$ cat src/rtl/rtc_seq_pkg.sv
// Shared types and constants for the RTC access sequencer: FSM states,
// control register values and the byte-index to RTC-address map.
package rtc_seq_pkg;

    typedef enum logic [2:0] {
        S_IDLE      = 3'd0,
        S_WR_LOCK   = 3'd1,
        S_WR_DATA   = 3'd2,
        S_WR_UNLOCK = 3'd3,
        S_RD_DATA   = 3'd4,
        S_PUBLISH   = 3'd5
    } seq_state_t;

    localparam logic [7:0] ADDR_CTRL = 8'h00;
    localparam logic [7:0] CTRL_LOCK = 8'h10;
    localparam logic [7:0] CTRL_RUN  = 8'h00;

    localparam logic [3:0] GRP0_FIRST = 4'd0;
    localparam logic [3:0] GRP0_LAST  = 4'd5;
    localparam logic [3:0] GRP1_FIRST = 4'd6;
    localparam logic [3:0] GRP1_LAST  = 4'd8;

    // Byte order: seg_C,min_C,hora_C,dia,mes,ano (clock/date), seg_T,min_T,hora_T (timer)
    function automatic logic [7:0] byte_addr(input logic [3:0] idx);
        logic [7:0] a;
        case (idx)
            4'd0:    a = 8'h21;
            4'd1:    a = 8'h22;
            4'd2:    a = 8'h23;
            4'd3:    a = 8'h24;
            4'd4:    a = 8'h25;
            4'd5:    a = 8'h26;
            4'd6:    a = 8'h41;
            4'd7:    a = 8'h42;
            4'd8:    a = 8'h43;
            default: a = ADDR_CTRL;
        endcase
        return a;
    endfunction

endpackage

$ cat src/rtl/rtc_seq_watchdog.sv
// Per-transaction bus timeout: counts cycles while a request is outstanding and
// flags expiry on the TIMEOUT_CYCLES-th cycle without an acknowledge.
module rtc_seq_watchdog
#(
    parameter int unsigned TIMEOUT_CYCLES = 1024
)
(
    input  logic clk,
    input  logic reset,
    input  logic i_active,
    input  logic i_ack,
    output logic o_expired
);

    logic [31:0] r_cnt;

    always_ff @(posedge clk) begin
        if (reset || !i_active) begin
            r_cnt <= '0;
        end else begin
            r_cnt <= r_cnt + 32'd1;
        end
    end

    assign o_expired = i_active && !i_ack && (r_cnt == 32'(TIMEOUT_CYCLES - 1));

endmodule

$ cat src/rtl/rtc_access_sequencer.sv
// Arbitrates the RTC byte bus between edit commits (lock/write/unlock) and
// periodic 9-byte read-back. Optional bus timeout: define SEQ_TIMEOUT_EN.
module rtc_access_sequencer
    import rtc_seq_pkg::*;
#(
    parameter int unsigned TIMEOUT_CYCLES = 1024
)
(
    input  logic        clk,
    input  logic        reset,
    input  logic        tick_ref,
    input  logic        wr_req,
    input  logic        wr_sel,
    input  logic [71:0] wr_data,
    output logic        bus_req,
    output logic        bus_wr,
    output logic [7:0]  bus_addr,
    output logic [7:0]  bus_wdata,
    input  logic        bus_ack,
    input  logic [7:0]  bus_rdata,
    output logic [71:0] rd_data,
    output logic        rd_valid,
    output logic        busy,
    output logic        err,
    output logic [2:0]  dbg_state
);

    seq_state_t  r_state;
    logic        r_wr_pend;
    logic        r_rd_pend;
    logic [71:0] r_wr_shadow;
    logic        r_sel_shadow;
    logic [71:0] r_wr_cur;
    logic        r_sel_cur;
    logic [3:0]  r_idx;
    logic [71:0] r_hold;
    logic        r_bus_req;
    logic        r_bus_wr;
    logic [7:0]  r_bus_addr;
    logic [7:0]  r_bus_wdata;
    logic [71:0] r_rd_data;
    logic        r_rd_valid;
    logic        r_err;

    logic        w_timeout;
    logic [3:0]  w_last_idx;
    logic [7:0]  w_cur_byte;
    logic        w_txn_wr;
    logic [7:0]  w_txn_addr;
    logic [7:0]  w_txn_wdata;

`ifdef SEQ_TIMEOUT_EN
    rtc_seq_watchdog #(
        .TIMEOUT_CYCLES (TIMEOUT_CYCLES)
    ) u_watchdog (
        .clk       (clk),
        .reset     (reset),
        .i_active  (r_bus_req),
        .i_ack     (bus_ack),
        .o_expired (w_timeout)
    );
`else
    logic w_unused_timeout;
    assign w_unused_timeout = ^TIMEOUT_CYCLES;
    assign w_timeout        = 1'b0;
`endif

    assign w_last_idx = r_sel_cur ? GRP1_LAST : GRP0_LAST;
    assign w_cur_byte = r_wr_cur[{r_idx, 3'b000} +: 8];

    // Transaction to issue in the current state once the bus is idle.
    always_comb begin
        w_txn_wr    = 1'b1;
        w_txn_addr  = ADDR_CTRL;
        w_txn_wdata = CTRL_RUN;
        case (r_state)
            S_WR_LOCK:   w_txn_wdata = CTRL_LOCK;
            S_WR_DATA: begin
                w_txn_addr  = byte_addr(r_idx);
                w_txn_wdata = w_cur_byte;
            end
            S_RD_DATA: begin
                w_txn_wr    = 1'b0;
                w_txn_addr  = byte_addr(r_idx);
                w_txn_wdata = 8'h00;
            end
            default: ;
        endcase
    end

    // Bus handshake: bus_req rises together with addr/wr/wdata, which hold until
    // the bus_ack cycle; bus_req falls the cycle after, leaving one idle cycle.
    always_ff @(posedge clk) begin
        if (reset) begin
            r_state      <= S_IDLE;
            r_wr_pend    <= 1'b0;
            r_rd_pend    <= 1'b0;
            r_wr_shadow  <= '0;
            r_sel_shadow <= 1'b0;
            r_wr_cur     <= '0;
            r_sel_cur    <= 1'b0;
            r_idx        <= '0;
            r_hold       <= '0;
            r_bus_req    <= 1'b0;
            r_bus_wr     <= 1'b0;
            r_bus_addr   <= '0;
            r_bus_wdata  <= '0;
            r_rd_data    <= '0;
            r_rd_valid   <= 1'b0;
            r_err        <= 1'b0;
        end else begin
            r_rd_valid <= 1'b0;
            case (r_state)
                S_IDLE: begin
                    if (r_wr_pend) begin
                        r_state   <= S_WR_LOCK;
                        r_wr_pend <= 1'b0;
                        r_wr_cur  <= r_wr_shadow;
                        r_sel_cur <= r_sel_shadow;
                        r_idx     <= r_sel_shadow ? GRP1_FIRST : GRP0_FIRST;
                    end else if (r_rd_pend) begin
                        r_state   <= S_RD_DATA;
                        r_rd_pend <= 1'b0;
                        r_idx     <= GRP0_FIRST;
                    end
                end
                S_WR_LOCK, S_WR_DATA, S_WR_UNLOCK, S_RD_DATA: begin
                    if (!r_bus_req) begin
                        r_bus_req   <= 1'b1;
                        r_bus_wr    <= w_txn_wr;
                        r_bus_addr  <= w_txn_addr;
                        r_bus_wdata <= w_txn_wdata;
                    end else if (bus_ack) begin
                        r_bus_req <= 1'b0;
                        case (r_state)
                            S_WR_LOCK: r_state <= S_WR_DATA;
                            S_WR_DATA: begin
                                if (r_idx == w_last_idx) r_state <= S_WR_UNLOCK;
                                else                     r_idx   <= r_idx + 4'd1;
                            end
                            S_RD_DATA: begin
                                r_hold[{r_idx, 3'b000} +: 8] <= bus_rdata;
                                if (r_idx == GRP1_LAST) r_state <= S_PUBLISH;
                                else                    r_idx   <= r_idx + 4'd1;
                            end
                            default: r_state <= S_IDLE;
                        endcase
                    end else if (w_timeout) begin
                        // Abandon the whole sequence; no unlock, nothing published.
                        r_bus_req <= 1'b0;
                        r_err     <= 1'b1;
                        r_state   <= S_IDLE;
                    end
                end
                S_PUBLISH: begin
                    r_rd_data  <= r_hold;
                    r_rd_valid <= 1'b1;
                    r_state    <= S_IDLE;
                end
                default: r_state <= S_IDLE;
            endcase

            // Latched after the FSM so a new request in the start cycle stays pending.
            if (wr_req) begin
                r_wr_pend    <= 1'b1;
                r_wr_shadow  <= wr_data;
                r_sel_shadow <= wr_sel;
            end
            if (tick_ref) begin
                r_rd_pend <= 1'b1;
            end
        end
    end

    assign bus_req   = r_bus_req;
    assign bus_wr    = r_bus_wr;
    assign bus_addr  = r_bus_addr;
    assign bus_wdata = r_bus_wdata;
    assign rd_data   = r_rd_data;
    assign rd_valid  = r_rd_valid;
    assign busy      = (r_state != S_IDLE);
    assign err       = r_err;
    assign dbg_state = r_state;

endmodule
$ cat config.mk
export PLATFORM = sky130hd
export DESIGN_NAME = rtc_access_sequencer
export DESIGN_NICKNAME = d
export VERILOG_FILES = /design/src/rtl/rtc_seq_pkg.sv /design/src/rtl/rtc_seq_watchdog.sv /design/src/rtl/rtc_access_sequencer.sv
export SDC_FILE = /design/constraint.sdc
export NUM_CORES = 1
export LEC_CHECK = 0
export ABC_AREA = 1
export BUFFER_PORTS_ARGS = -buffer_cell sky130_fd_sc_hd__buf_2
export CORE_MARGIN = 3
export CORE_UTILIZATION = 61
export CTS_BUF_LIST = sky130_fd_sc_hd__clkbuf_16
export DETAILED_ROUTE_END_ITERATION = 16
export PLACE_DENSITY = 0.84
export SYNTH_ARGS = -nofsm -noshare
export SYNTH_HDL_FRONTEND = slang
export SYNTH_HIERARCHICAL = 1
export SYNTH_SLANG_ARGS = --single-unit
$ cat constraint.sdc
create_clock -name clk -period 4.9 [get_ports clk]
set_clock_uncertainty 0.1 [all_clocks]
set_input_delay 0.49 -clock clk [delete_from_list [all_inputs] [get_ports clk]]
set_output_delay 0.49 -clock clk [all_outputs]
set_load 0.02 [all_outputs]
==> flow_summary.toml, run 1 <==
[floorplanning]
die_h_um = 149
die_width_um = 149
initial_utilization_pct = 62.9
io_pins = 182
core_area_um2 = 19700
die_area_um2 = 22100
row_count = 51

[synth]
synthTopCellsByArea = "dfxtp_1 (52%), o21ai_0 (12%), nor2_1 (12%), a21oi_1 (7.3%), inv_1 (3.4%)"
syn_area_um2 = 12400
synth-simple-area-share_pct = 18.3
synth_compound_area_share_pct = 21.5
synth_top_family_by_area = "compound AO/OA/AOI/OAI gates"
synth-xor-area-share_pct = 0.0706
yosysSeqAreaShare_pct = 51.6
ys_types = 34
syn_area_per_cell_um2 = 7.60
ys.warnings.count = 6
yosysTopAreaCell = "dfxtp_1"
synth_fa_ha_area_share_pct = 0.605
synthCells = 1632
synth-seq-cells = 320
synth.top_cell.area_share_pct = 51.6
synth.mux.area_fraction_pct = 0

[critical_path]
cp.depth = 7
crit_path_start = "r_idx[1]"
startpoint_type = "flop"
cp_slowest_stage_delay_ns = 0.93
worst-path-buf-inv = 1
critPathTopFamily = "simple AND/OR/NAND/NOR gates"
crit_fanout = 31
worstSetupPathType = "reg -> reg"
arrival_ns = 3.77
crit_path_end_kind = "flop"
path_cells = "inv_2 -> ha_1 -> nor2_4 -> nor2_4 -> nor2_2 -> a21oi_1 -> nor2_1"
reg2reg_depth = 7
r2r_start = "r_idx[1]"
required_ns = 5.27
crit_slowest_cell = "nor2_2"
r2r-end = "r_hold[64]"
r2r_slack_ns = 1.51
crit_path_frequent_cell = "nor2_4"

[power]
power_leakage_uw = 0.00624
p_per_area_nw_per_um2 = 551
ir_worst_vdd_uv = 353

[detailed_routing]
drt-pass1-iter-count = 6
drc = 0
m1WireLength_um = 12800
drt_wl_total_um = 31200
num_vias = 11300
drtIter0Drc = 1107
met3WireLength_um = 2150
routed.top_layer = "met4"
vias_per_cell = 5.55
met2_wirelength_um = 14800
postRouteAntennaNets = 0
wl_per_cell_um = 15.3

[worst_hold_path]
hold_path_class = "in -> reg"
hp-start = "wr_data[40]"
min_to = "r_wr_shadow[40]"
hold_path_depth = 3

[timing]
tns_ns = 0
max_freq_mhz = 295
post-route-period-util_pct = 69.2
rsz0062_at_grt = "false"
tightest_slew_ns = 1.22
final_max_slew_viol_count = 0
setup_violations = 0
maxSlewHeadroom_pct = 18.6
hold_violations = 0
min_period_ns = 3.39

[clock_tree]
root_buffer = "clkbuf_16"
clk_latency_ns = 0.57
cts_buffer_depth = 3
cts_setup_buffers = 0
tritoncts = "yes"
cts_resized = 0
h-tree-depth = 1
holdBufCountCts = 0
cts_buffers = 31
path_clk_slew_ns = 0.06
cts.sinks = 320

[cells_and_area]
area_delta_synth_final_pct = 15.0
drive_gt1_share_pct = 16.6
fin_nets = 1840
fillCellCount = 1529
fin_cells = 2037
fin_area_um2 = 14300

[global_route]
grt_pass1_wl_um = 50500
grt_max_degree = 187
grt_pass1_vias = 10600
grt_antenna_before_repair = 0
grt_usage_pct = 27.3
overflow = 0

[placement]
placed_area_um2 = 13300
placed_cells = 1980
portBuffers = 177
dp_hpwl_um = 20500
gp_congestion = 0.905

[status]
status = "complete, no violations"

[flow_run]
cap_violations = 0
-- flip-flops by register name, summed over array words and instances (netlist names), named ones only --
name / count
bus_req: 1
bus_wr: 1
r_wr_shadow: 72
r_rd_pend: 1
rd_data: 72
r_idx: 4
r_wr_pend: 1
r_sel_cur: 1
r_wr_cur: 72
bus_addr: 5
r_hold: 72
bus_wdata: 8
dbg_state: 3
rd_valid: 1
r_sel_shadow: 1
-- metrics by stage --
| stage | util [%] | setup slack (ns) | power (µW) | hold WS (ns) |
|---|---|---|---|---|
| final | 72.3 | 1.51 | 7850 | 0.0490 |
| after global routing | 72.3 | 1.27 | 8290 | 0.0435 |
| after CTS | 72.3 | 1.57 | 7840 | 0.0393 |
| after detailed placement | 67.2 | 1.64 | 5510 | 0.335 |
| after global placement | 67.2 | 1.73 | 5450 | 0.329 |
| after floorplan | - | 2.41 | 4950 | 0.330 |
-- cell usage after synthesis, drive strengths merged --
| library cell | number |
|---|---|
| a211oi | 1 |
| nand3 | 23 |
| conb | 1 |
| inv | 138 |
| nand2 | 89 |
| clkbuf | 78 |
| a31oi | 1 |
| dfxtp | 320 |
| o31ai | 1 |
| a21oi | 183 |
| ha | 6 |
| nor3 | 12 |
| o21ai | 336 |
| nand4 | 1 |
| o22ai | 7 |
| nor2 | 407 |
| xnor2 | 1 |
| nor4 | 1 |
| buf | 26 |
-- logic make-up (layout without fill, tap and decap cells) --
logic type               count (synthesis)  after routing
AO/OA/AOI/OAI                          529            529
XOR/XNOR                                 1              1
adder cells (fa/ha/maj)                  6              6
buffers and inverters                  242            378
flip-flops                             320            320
other                                    1              5
AND/OR/NAND/NOR                        533            533
-- worst min-delay path: stages --
cell and delay (ns):
buf_2 0.07, nor2_1 0.04, nor2_1 0.08
-- how the worst max path moves through the flow --
| stage | endpoint | slack (ns) |
|---|---|---|
| final | r_hold[64] | 1.51 |
| after global routing | r_hold[64] | 1.27 |
| after CTS | r_hold[64] | 1.57 |
| after detailed placement | r_hold[62] | 1.64 |
| after global placement | flop | 1.73 |
| after floorplan | flop | 2.41 |
-- placed cells by master, fill, tap and decap left out, types with 2 or more instances in the layout --
cell / netlist / routed
clkbuf_16: 0 / 31
nor2_2: 1 / 2
inv_1: 112 / 116
clkinv_1: 0 / 8
nor2_1: 392 / 391
nand2_1: 77 / 77
conb_1: 1 / 4
clkinv_2: 0 / 6
nand3_4: 1 / 2
inv_2: 26 / 26
nand3_2: 4 / 4
ha_1: 6 / 6
nand3_1: 18 / 17
nand2_4: 2 / 2
o21ai_1: 28 / 28
nor2_4: 13 / 13
a21oi_1: 181 / 181
dfxtp_1: 320 / 320
a21oi_2: 2 / 2
nand2_2: 10 / 10
o22ai_1: 7 / 7
buf_4: 6 / 7
bufinv_16: 0 / 4
nor3_2: 2 / 2
o21ai_0: 308 / 308
nor3_1: 9 / 9
buf_2: 10 / 177
-- power breakdown --
group | internal, µW | switching [µW] | leakage, µW
combinational | 675 | 1680 | 0.00312
sequential | 2910 | 237 | 0.00261
clock | 1360 | 985 | 0.000511
total | 4950 | 2910 | 0.00624
-- final cells by class --
type	count	area, µm²	share of cell area, %
Multi-Input combinational cell	1073	5060	35.5
Clock buffer	31	776	5.44
Sequential cell	320	6410	44.9
Timing Repair Buffer	184	938	6.58
Antenna cell	1	2.50	0.0175
Tap cell	265	332	2.32
Inverter	138	523	3.67
Clock inverter	25	226	1.59
-- per-layer routing --
layer  vias to the layer above  GRT usage (%)
li1                       5545              -
met1                      5176           35.4
met2                       474           45.9
met3                       108           3.93
met4                         0           11.9
met5                         -              0
Note: power is estimated with default switching activity, not from simulation.
==> run 2: changes to the inputs <==
--- a/config.mk
+++ b/config.mk
@@ -8,10 +8,10 @@
 export ABC_AREA = 1
 export BUFFER_PORTS_ARGS = -buffer_cell sky130_fd_sc_hd__buf_2
 export CORE_MARGIN = 3
-export CORE_UTILIZATION = 61
+export CORE_UTILIZATION = 51
 export CTS_BUF_LIST = sky130_fd_sc_hd__clkbuf_16
 export DETAILED_ROUTE_END_ITERATION = 16
-export PLACE_DENSITY = 0.84
+export PLACE_DENSITY = 0.75
 export SYNTH_ARGS = -nofsm -noshare
 export SYNTH_HDL_FRONTEND = slang
 export SYNTH_HIERARCHICAL = 1
==> constraint.sdc (replaced) <==
create_clock -name clk -period 2.9 [get_ports clk]
set_clock_uncertainty 0.1 [all_clocks]
set_input_delay 0.29 -clock clk [delete_from_list [all_inputs] [get_ports clk]]
set_output_delay 0.29 -clock clk [all_outputs]
set_load 0.02 [all_outputs]
==> flow_summary.toml, run 2 (same netlist as run 1, synthesis figures left out) <==
[floorplanning]
die_h_um = 162
core_area_um2 = 23700
io_pins = 182
die_area_um2 = 26200
row_count = 56
initial_utilization_pct = 52.4
die_width_um = 162

[clock_tree]
path_clk_slew_ns = 0.06
cts_buffers = 34
cts_buffer_depth = 3
h-tree-depth = 2
tritoncts = "yes"
clk_latency_ns = 0.50
cts_resized = 0
cts.sinks = 320
cts_setup_buffers = 0
root_buffer = "clkbuf_16"

[timing]
setup_slack_ns = 0.501
post-route-period-util_pct = 82.7
hold_violations = 0
hold_ws_ns = 0.126
max_freq_mhz = 417
rsz0062_at_grt = "false"
min_period_ns = 2.40
maxSlewHeadroom_pct = 51.7
tns_ns = 0
setup_violations = 0
tightest_slew_ns = 0.719
final_max_slew_viol_count = 0

[detailed_routing]
routed.top_layer = "met4"
m1WireLength_um = 14000
drt-pass1-iter-count = 7
drt_wl_total_um = 32000
drc = 0
drtIter0Drc = 814
vias_per_cell = 5.20
met2_wirelength_um = 15100
num_vias = 11300
postRouteAntennaNets = 0
wl_per_cell_um = 14.7
met3WireLength_um = 1990

[global_route]
overflow = 0
grt_usage_pct = 23.8
grt_pass1_wl_um = 52300
grt_antenna_before_repair = 0
grt_pass1_vias = 10700
grt_max_degree = 91

[worst_hold_path]
hold_path_depth = 4
hp-start = "bus_ack"
hold_path_class = "in -> reg"
min_to = "bus_req"

[cells_and_area]
diodes = 0
area_delta_synth_final_pct = 23.3
fillCellCount = 2056
regArea_um2 = 6410
fin_nets = 1935
final_common_cell = "nor2_1"
multi_input_area_um2 = 5060
final_cell_mix = "nor2_1 (391), dfxtp_1 (320), o21ai_0 (308)"
drive_gt1_share_pct = 16.4

[placement]
gp_congestion = 0.900
dp_slack_ns = 0.572
portBuffers = 177
dp_hpwl_um = 20600

[critical_path]
crit_path_end_kind = "flop"
startpoint_type = "flop"
crit_fanout = 9
reg2reg_depth = 14
r2r_start = "r_idx[2]"
arrival_ns = 2.69
worstSetupPathType = "reg -> reg"
r2r_slack_ns = 0.50
required_ns = 3.19

[power]
power_leakage_uw = 0.00668
ir_worst_vdd_uv = 516
p_per_area_nw_per_um2 = 881

[flow_run]
cap_violations = 0

[status]
status = "complete, no violations"
run 2: cell type report:
| class | count | share of cell area (%) |
|---|---|---|
| Multi-Input combinational cell | 1073 | 33.1 |
| Clock inverter | 20 | 0.932 |
| Clock buffer | 35 | 5.72 |
| Inverter | 138 | 3.42 |
| Sequential cell | 320 | 41.9 |
| Timing Repair Buffer | 276 | 12.4 |
| Tap cell | 319 | 2.61 |
run 2: repair_timing:
item / CTS / global route
hold endpoints to repair: 81 / 0
hold buffers: 81 / 0
setup endpoints to repair: 0 / 0
run 2: how the worst max path moves through the flow:
stage / from / end / slack (ns) / cells past startpoint
floorplan: r_idx[0] / flop / 0.41 / 19
global placement: r_idx[2] / flop / 0.60 / 14
detailed placement: r_idx[2] / flop / 0.57 / 14
CTS: r_idx[2] / flop / 0.52 / 14
global route: r_idx[2] / flop / 0.31 / 14
finish: r_idx[2] / flop / 0.50 / 14
run 2: worst max-delay path, cell delays in order, from the launching register on:
cell and delay [ns]:
dfxtp_1 0.66, inv_2 0.15, nand3_1 0.10, nand2_1 0.07
nand3_1 0.10, nand2_2 0.08, nor2_4 0.19, o21ai_1 0.11
nor2_1 0.17, inv_1 0.07, ha_1 0.27, inv_1 0.05
nand2_1 0.05, nand3_1 0.08, nand2_1 0.05
run 2: where the power goes:
part / switching (µW) / leakage, µW / total [µW] / internal [µW]
logic: 2910 / 0.00354 / 4190 / 1280
clock network: 1680 / 0.000527 / 4030 / 2350
registers: 335 / 0.00261 / 5260 / 4920
run 2: stage by stage:
stage	power [µW]	cell area (µm²)	utilization, %	std cells
final	13500	15300	64.6	2181
after global routing	14300	15300	64.6	2181
after CTS	13500	15300	64.6	2181
after detailed placement	9420	13500	56.9	2045
after global placement	9360	13500	56.9	2045
after floorplan	8360	12400	-	1635
run 2: per-layer routing:
layer  up-vias  track usage [%]
met5         -                0
met4         0             8.14
met3        62             3.98
met2       369             39.5
met1      5171             31.6
li1       5737                -
==> run 3: changes to the inputs <==
==> constraint.sdc (replaced) <==
create_clock -name clk -period 2.1 [get_ports clk]
set_clock_uncertainty 0.1 [all_clocks]
set_input_delay 0.21 -clock clk [delete_from_list [all_inputs] [get_ports clk]]
set_output_delay 0.21 -clock clk [all_outputs]
set_load 0.02 [all_outputs]
==> flow_summary.toml, run 3 (same netlist as run 1, synthesis figures left out) <==
[status]
status = "complete, no violations"

[power]
ir_worst_vdd_uv = 813
p_per_area_nw_per_um2 = 1240
power_leakage_uw = 0.00694
power_uw = 19500

[floorplanning]
die_h_um = 162
core_area_um2 = 23700
die_area_um2 = 26200
row_count = 56
io_pins = 182
die_width_um = 162
initial_utilization_pct = 52.4

[critical_path]
path_cells = "inv_4 -> ha_4 -> inv_2 -> nor2_4 -> nand2_2 -> nand2_2 -> nand2_2 -> nand2_4 -> nor2_4 -> nand2_1 -> o21ai_2 -> nor2_2 -> inv_1 -> ha_1 -> inv_1 -> nand2_1 -> nand3_1 -> nand2_1"
worst-path-buf-inv = 4
required_ns = 2.40
r2r_slack_ns = 0.08
cp_slowest_stage_delay_ns = 0.33
crit_fanout = 4
reg2reg_depth = 18
crit_path_end_kind = "flop"
critPathTopFamily = "simple AND/OR/NAND/NOR gates"
crit_slowest_cell = "dfxtp_2"
worstSetupPathType = "reg -> reg"
arrival_ns = 2.32
startpoint_type = "flop"
r2r_start = "r_idx[1]"

[clock_tree]
tritoncts = "yes"
cts_buffer_depth = 3
cts_buffers = 34
root_buffer = "clkbuf_16"
path_clk_slew_ns = 0.06
h-tree-depth = 2
clk_latency_ns = 0.50
cts.sinks = 320

[cells_and_area]
final_common_cell = "nor2_1"
final_cell_mix = "nor2_1 (389), dfxtp_1 (313), o21ai_0 (308)"
fin_nets = 1976
area_delta_synth_final_pct = 27.2
drive_gt1_share_pct = 19.0
fin_cells = 2226

[timing]
min_period_ns = 2.02
max_freq_mhz = 496
setup_violations = 0
post-route-period-util_pct = 96.0
rsz0062_at_grt = "true"
maxSlewHeadroom_pct = 51.6
tightest_slew_ns = 0.718
final_max_slew_viol_count = 0
hold_violations = 0

[detailed_routing]
postRouteAntennaNets = 0
vias_per_cell = 5.19
drc = 0
drtIter0Drc = 895
drt-pass1-iter-count = 4
num_vias = 11600
drt_wl_total_um = 33700
wl_per_cell_um = 15.2

[placement]
dp_hpwl_um = 21400
gp_congestion = 0.856
portBuffers = 177
placed_cells = 2076

[worst_hold_path]
min_to = "r_hold[71]"
hp-start = "bus_rdata[7]"
hold_path_class = "in -> reg"
hold_path_depth = 3

[global_route]
overflow = 0
grt_max_degree = 91
grt_antenna_before_repair = 1
grt_usage_pct = 24.9
grt_pass1_vias = 11000
grt_pass1_wl_um = 54600

[flow_run]
cap_violations = 0
## run 3: changes by cell type in the layout (fill, tap and decap cells not counted), moves of 3 or more
cell,previous run,this run
dfxtp_2,0,7
buf_4,13,45
dfxtp_1,320,313
nand2_1,77,73
nand2_2,10,13
inv_2,26,23
inv_4,0,3
clkinv_1,4,8
buf_12,5,13
## run 3: how the worst max path moves through the flow
stage	start	endpoint	slack, ns	cells after the start
after floorplan	r_idx[1]	flop	-0.14	19
after global placement	r_idx[0]	r_hold[61]	0.04	11
after detailed placement	r_idx[0]	r_hold[57]	-0.03	11
after CTS	r_idx[0]	flop	0.002	18
after global routing	r_idx[1]	flop	-0.08	18
final	r_idx[1]	flop	0.08	18
## run 3: cell type report
class                           instances  area [µm²]
Fill cell                            1995        7900
Multi-Input combinational cell       1073        5100
Clock buffer                           35         876
Timing Repair Buffer                  317        2310
Clock inverter                         23         149
Inverter                              138         531
Antenna cell                            1        2.50
Tap cell                              319         399
Sequential cell                       320        6410
## run 3: repair_timing
| item | 4_1_cts | 5_1_grt |
|---|---|---|
| hold buffers | 81 | 0 |
| endpoints found under the setup margin | 13 | 29 |
| buffers inserted | 0 | 10 |
| pin swaps | 0 | 7 |
| endpoints found under the hold margin | 86 | 0 |
| resized for setup | 1 | 20 |
## run 3: report_power, final
group	switching [µW]	internal, µW
Combinational	4350	2380
Clock	2320	3250
Sequential	408	6820
## run 3: metrics by stage
| stage | setup TNS, ns | instance area (µm²) | setup slack, ns | utilization, % | hold WS (ns) |
|---|---|---|---|---|---|
| 2_1_floorplan | -0.144 | 12500 | -0.144 | - | 0.189 |
| 3_3_place_gp | 0 | 13800 | 0.0400 | 58.3 | 0.329 |
| 3_5_place_dp | -0.0811 | 13800 | -0.0300 | 58.3 | 0.334 |
| 4_1_cts | 0 | 15700 | 0.00152 | 66.1 | 0.0190 |
| 5_1_grt | -0.0756 | 15800 | -0.0756 | 66.6 | 0.0493 |
| 6_report | 0 | 15800 | 0.0833 | 66.6 | 0.0480 |
## run 3: worst reg2reg max path, stage by stage (launching register included)
cell and delay [ns]:
dfxtp_2 0.33, inv_4 0.07, ha_4 0.15, inv_2 0.04
nor2_4 0.08, nand2_2 0.07, nand2_2 0.09, nand2_2 0.06
nand2_4 0.08, nor2_4 0.05, nand2_1 0.07, o21ai_2 0.07
nor2_2 0.12, inv_1 0.05, ha_1 0.26, inv_1 0.06
nand2_1 0.05, nand3_1 0.08, nand2_1 0.05
## run 3: routing by layer
layer / global-route usage [%] / vias up / share of wire [%]
li1: - / 5817 / -
met1: 31.9 / 5326 / 43
met2: 43.6 / 338 / 49
met3: 3.42 / 70 / 4.8
met4: 7.87 / 0 / 2.7
met5: 0 / - / 0
